`src/rtl/turret_sprite_renderer.sv`:
```
// turret_sprite_renderer: maps the VGA beam onto a power-of-two scaled sprite,
// fetches the active direction frame from a synchronous sprite ROM and emits a
// palette index plus an opaque/hit flag two cycles later.
// Optional feature macro: TURRET_SLEW_EN (direction slews one step per
// TURN_PERIOD frames through an IDLE/TURN FSM). Without it the displayed
// direction follows target_dir at every frame start.
module turret_sprite_renderer #(
  parameter int unsigned SPR_W           = 32,
  parameter int unsigned SPR_H           = 32,
  parameter int unsigned SCALE_SHIFT     = 0,
  parameter int unsigned NUM_DIRS        = 8,
  parameter logic [7:0]  TRANSPARENT_IDX = 8'h00,
  parameter int unsigned TURN_PERIOD     = 4,
  localparam int unsigned DW             = $clog2(NUM_DIRS),
  localparam int unsigned AW             = $clog2(NUM_DIRS * SPR_W * SPR_H)
) (
  input  logic          vga_clk,
  input  logic          Reset,
  input  logic [9:0]    DrawX,
  input  logic [9:0]    DrawY,
  input  logic          blank,
  input  logic [9:0]    pos_x,
  input  logic [9:0]    pos_y,
  input  logic [DW-1:0] target_dir,
  output logic [AW-1:0] rom_address,
  input  logic [7:0]    rom_q,
  output logic [7:0]    pix_idx,
  output logic          pix_hit,
  output logic [DW-1:0] cur_dir,
  output logic          turning
);

  localparam int unsigned LXW  = $clog2(SPR_W);
  localparam int unsigned LYW  = $clog2(SPR_H);
  localparam int unsigned FW   = SPR_W << SCALE_SHIFT;
  localparam int unsigned FH   = SPR_H << SCALE_SHIFT;
  localparam logic [10:0] FW11 = 11'(FW);
  localparam logic [10:0] FH11 = 11'(FH);

  // Reject configurations the direction logic cannot represent
  if (NUM_DIRS < 2 || TURN_PERIOD < 1) begin : g_cfg_check
    $error("turret_sprite_renderer: NUM_DIRS must be >= 2 and TURN_PERIOD >= 1");
  end

  logic [9:0]    r_px_l;
  logic [9:0]    r_py_l;
  logic [DW-1:0] r_cur_dir;
  logic          r_box_d1;
  logic          r_blank_d1;
  logic [7:0]    r_pix_idx;
  logic          r_pix_hit;

  logic          w_tick;
  logic          w_in_box;
  logic [LXW-1:0] w_lx;
  logic [LYW-1:0] w_ly;

  assign w_tick = (DrawX == 10'd0) && (DrawY == 10'd0);

  // Footprint test in 11 bits so a sprite hanging off the right/bottom edge
  // clips instead of wrapping back to column/row 0
  assign w_in_box = ({1'b0, DrawX} >= {1'b0, r_px_l}) &&
                    ({1'b0, DrawX} <  ({1'b0, r_px_l} + FW11)) &&
                    ({1'b0, DrawY} >= {1'b0, r_py_l}) &&
                    ({1'b0, DrawY} <  ({1'b0, r_py_l} + FH11));

  assign w_lx = LXW'(({1'b0, DrawX} - {1'b0, r_px_l}) >> SCALE_SHIFT);
  assign w_ly = LYW'(({1'b0, DrawY} - {1'b0, r_py_l}) >> SCALE_SHIFT);

  // Power-of-two frame geometry turns dir*W*H + ly*W + lx into a concatenation
  assign rom_address = w_in_box ? {r_cur_dir, w_ly, w_lx}
                                : {r_cur_dir, {(LYW + LXW){1'b0}}};

  // Latch sprite placement once per frame so a moving sprite never tears
  always_ff @(posedge vga_clk) begin
    if (Reset) begin
      r_px_l <= 10'd0;
      r_py_l <= 10'd0;
    end else if (w_tick) begin
      r_px_l <= pos_x;
      r_py_l <= pos_y;
    end
  end

`ifdef TURRET_SLEW_EN
  localparam int unsigned FCW = (TURN_PERIOD > 1) ? $clog2(TURN_PERIOD) : 1;

  typedef enum logic {
    IDLE = 1'b0,
    TURN = 1'b1
  } dir_state_t;

  dir_state_t     r_state;
  logic [FCW-1:0] r_fcnt;
  logic [DW-1:0]  w_diff;
  logic [DW-1:0]  w_next_dir;

  // Shortest-path step toward target; a half-circle tie steps forward
  assign w_diff     = DW'(target_dir - r_cur_dir);
  assign w_next_dir = (w_diff == '0)                ? r_cur_dir :
                      (w_diff <= DW'(NUM_DIRS / 2)) ? DW'(r_cur_dir + DW'(1)) :
                                                      DW'(r_cur_dir - DW'(1));

  // Direction slew FSM, advanced only at frame start
  always_ff @(posedge vga_clk) begin
    if (Reset) begin
      r_state   <= IDLE;
      r_fcnt    <= '0;
      r_cur_dir <= '0;
    end else if (w_tick) begin
      case (r_state)
        IDLE: begin
          if (target_dir != r_cur_dir) begin
            r_state <= TURN;
            r_fcnt  <= '0;
          end
        end
        TURN: begin
          if (r_fcnt == FCW'(TURN_PERIOD - 1)) begin
            r_fcnt    <= '0;
            r_cur_dir <= w_next_dir;
            if (w_next_dir == target_dir) begin
              r_state <= IDLE;
            end
          end else begin
            r_fcnt <= FCW'(r_fcnt + FCW'(1));
          end
        end
        default: begin
          r_state <= IDLE;
          r_fcnt  <= '0;
        end
      endcase
    end
  end

  assign turning = (r_state == TURN);
`else
  // Without slew the displayed direction snaps to the target each frame
  always_ff @(posedge vga_clk) begin
    if (Reset) begin
      r_cur_dir <= '0;
    end else if (w_tick) begin
      r_cur_dir <= target_dir;
    end
  end

  assign turning = 1'b0;
`endif

  // Align footprint/blank with the ROM read latency and register the pixel
  always_ff @(posedge vga_clk) begin
    if (Reset) begin
      r_box_d1   <= 1'b0;
      r_blank_d1 <= 1'b0;
      r_pix_idx  <= 8'd0;
      r_pix_hit  <= 1'b0;
    end else begin
      r_box_d1   <= w_in_box;
      r_blank_d1 <= blank;
      r_pix_idx  <= rom_q;
      r_pix_hit  <= r_box_d1 & r_blank_d1 & (rom_q != TRANSPARENT_IDX);
    end
  end

  assign pix_idx = r_pix_idx;
  assign pix_hit = r_pix_hit;
  assign cur_dir = r_cur_dir;

endmodule

```
`config.mk`:
```
export PLATFORM = sky130hd
export DESIGN_NAME = turret_sprite_renderer
export DESIGN_NICKNAME = d
export VERILOG_FILES = /design/src/rtl/turret_sprite_renderer.sv
export SDC_FILE = /design/constraint.sdc
export NUM_CORES = 1
export LEC_CHECK = 0
export CAP_MARGIN = 20
export CORE_MARGIN = 10
export CORE_UTILIZATION = 60
export CTS_CLUSTER_DIAMETER = 80
export DETAILED_ROUTE_END_ITERATION = 10
export DONT_BUFFER_PORTS = 1
export PLACE_DENSITY = 0.88
export SLEW_MARGIN = 0
export SYNTH_ARGS = -nofsm -noshare
export SYNTH_HDL_FRONTEND = slang
export SYNTH_SLANG_ARGS = --single-unit
```
`constraint.sdc`:
```
create_clock -name vga_clk -period 3 [get_ports vga_clk]
set_clock_uncertainty 0.05 [all_clocks]
set_input_delay 0.6 -clock vga_clk [delete_from_list [all_inputs] [get_ports vga_clk]]
set_output_delay 0.6 -clock vga_clk [all_outputs]
set_load 0.03 [all_outputs]
```
==> results_dict.tcl <==
set metrics [dict create \
    status "complete, but fails checks" \
    violations "setup timing" \
    ios 80 \
    dp_hpwl_mm 4.84 \
    drc 0 \
    antenna_found_initial 0 \
    synth.net_count 347 \
    setup_viol 10 \
    crit_type "reg2out" \
    ys_seq_elements 34 \
    cts-root-buf "clkbuf_8" \
    dieHeight_um 82.1 \
    finish.instance_area_um2 3040 \
    core_um2 3690 \
    final_nets 375 \
    worst-path-stages 10 \
    worst_hold_path_type "in2reg" \
    netlist_instances 259 \
    grt_pass1_vias 2126 \
    vias 1999 \
    h-tree-depth 2 \
    post_drt_wl_per_cell_um 20.4 \
    p_per_area_nw_per_um2 329 \
    chipWidth_um 82.1 \
    start_util_pct 62.7 \
    cp_max_fo 5 \
    arrival_ns 2.49 \
    drtIter0Drc 104 \
    synth_top_flop_cell "dfxtp_1" \
    start_kind "register" \
    cp_num_buf_inv 2 \
    hold_viol_final 0 \
    async_flop_share_pct 0 \
    place_area_um2 2600 \
    detail-route-antenna-nets 0 \
    crit_slowest_cell "dfxtp_4" \
    p_leak_nw 1.10 \
    grt_pass1_wl_mm 10.1 \
    clk_pin_slew_ns 0.07 \
    drt_first_pass_iters 6 \
    gp_congestion 0.884 \
    rows 22 \
    drv_cap 0 \
    critPathTopFamily "simple AND/OR/NAND/NOR gates" \
    worstRegToRegCells 10 \
    ys_seq_area_share_pct 29.5 \
    postCtsHoldBufs 0 \
    yosys_warnings 0 \
    synth_area_per_cell_um2 8.92 \
    track_usage_pct 19.5 \
    rsz0062_at_grt "true" \
    n_antenna_cell 0 \
    ir_drop_uv 531 \
    crit_chain "buf_6, nand3_4, xnor2_4, ha_4, a21oi_4, nor2b_2, o21ai_1, o211ai_1, buf_4, nor3_4" \
    crit_path_max_incr_delay_ns 0.39 \
    drive_gt1_share_pct 33.3 \
    cts_buffers 5 \
    fin_ws_ns -0.137 \
    post_synth_num_cell_types 39 \
    hold_depth 1 \
    synth_edf_count 0 \
    max_clock_freq_mhz 319 \
    tns_ns -1.25 \
    drt_wl_total_mm 6.85 \
    cts.path.max_buffers 2 \
    cts.sinks 34 \
    viasPerCell 5.95 \
    maxSlewViolCount 0 \
    clkLatencyLatePin_ns 0.29 \
    area_delta_synth_final_pct 31.5 \
    cts_tree "yes" \
    grt_max_degree 35 \
    cp-end-kind "output port" \
    worst_ep_required_time_ns 2.35 \
    overflow 0 \
    slew_headroom_pct 58.5 \
    tightest_slew_ns 0.622 \
    min_period_ns 3.14 \
    post-route-period-util_pct 105 \
    die_area_um2 6730 \
    io_buffers 0 \
    syn_area_um2 2310 \
]
==> flip-flops by register name, summed over array words and instances, names as in the netlist <==
signal,flops
r_px_l,10
r_py_l,10
pix_idx,8
cur_dir,3
pix_hit,1
r_blank_d1,1
r_box_d1,1
==> worst paths after layout <==
check,slack (ns),end,startpoint
worst min register to register,0.39,pix_hit$_SDFF_PP0_,r_blank_d1$_SDFF_PP0_
worst max register to register,0.76,r_box_d1$_SDFF_PP0_,r_py_l[0]$_SDFFE_PP0P_
worst min-delay path,0.32,r_py_l[1]$_SDFFE_PP0P_,Reset
worst max-delay path,-0.14,rom_address[3],r_py_l[5]$_SDFFE_PP0P_
==> layout by cell type, fill, tap and decap left out, drive strengths merged, types with 10 or more instances in the layout <==
cell	instances
a21oi	14
dfxtp	34
nor2	29
ha	32
nand2	11
buf	32
inv	26
nor2b	12
xnor2	10
mux2i	23
nor3	11
nand3	10
==> synthesized netlist by cell type (2+ instances only) <==
| cell | instances | area [um^2] |
|---|---|---|
| dfxtp_1 | 34 | 681 |
| nand2_1 | 11 | 41.3 |
| nand4_1 | 3 | 18.8 |
| and3_1 | 2 | 12.5 |
| buf_4 | 6 | 45.0 |
| nor2_1 | 29 | 109 |
| o21ai_0 | 4 | 20.0 |
| a21oi_1 | 13 | 65.1 |
| fa_1 | 2 | 40.0 |
| nor3_2 | 10 | 100 |
| inv_1 | 26 | 97.6 |
| nor4_1 | 7 | 43.8 |
| a21o_1 | 2 | 15.0 |
| xnor2_1 | 10 | 87.6 |
| nor2b_1 | 12 | 75.1 |
| clkbuf_1 | 3 | 11.3 |
| mux2i_1 | 23 | 230 |
| nand3_1 | 10 | 50.1 |
| ha_1 | 32 | 400 |
==> timing repair <==
action                     CTS  global route
buffers inserted             5             2
cloned                       0             0
setup endpoints to repair   10            10
pin swaps                   14            13
gates resized for setup     42            22
==> report_power, final <==
group / leakage [nW] / total, W / internal, W / switching, W
logic: 0.769 / 0.000179 / 0.0000909 / 0.0000886
clock network: 0.0472 / 0.000352 / 0.000184 / 0.000168
registers: 0.283 / 0.000468 / 0.000453 / 0.0000144
total: 1.10 / 0.000999 / 0.000729 / 0.000271
==> layer usage <==
layer / vias to the layer above / GRT usage, % / wire length [um]
met1: 917 / 19.0 / 2330
li1: 946 / - / -
met4: 0 / 7.82 / 274
met3: 31 / 10.3 / 783
met2: 105 / 34.0 / 3460
met5: - / 0 / 0
==> layout make-up <==
class	instances	area, um^2
inverters	26	97.6
well taps	48	60.1
repair buffers	32	317
flip-flops and latches	34	707
fillers	223	651
clock buffers	6	82.6
multi-input cells	188	1760
clock inverters	2	12.5
==> logic make-up after synthesis <==
group,synth area share [%]
adders and majority gates,19.1
and+or+nand+nor,21.0
xor gates and xnor gates,4.17
muxes,9.96
AOI/OAI and AO/OA,8.83
other,0.162
buffers and inverters,7.36
DFF,29.5
==> through the flow <==
step                      power, W  std cells  setup slack [ns]  util [%]  hold WS [ns]
after global routing       0.00104        336            -0.246      82.4         0.311
after detailed placement  0.000628        321            -0.131      70.6         0.371
after floorplan           0.000588        259           0.00129         -         0.358
after global placement    0.000622        321           -0.0929      70.6         0.371
after CTS                 0.000990        334            -0.136      79.1         0.316
final                     0.000999        336            -0.137      82.4         0.321
Power figures use the tool's default switching activity.
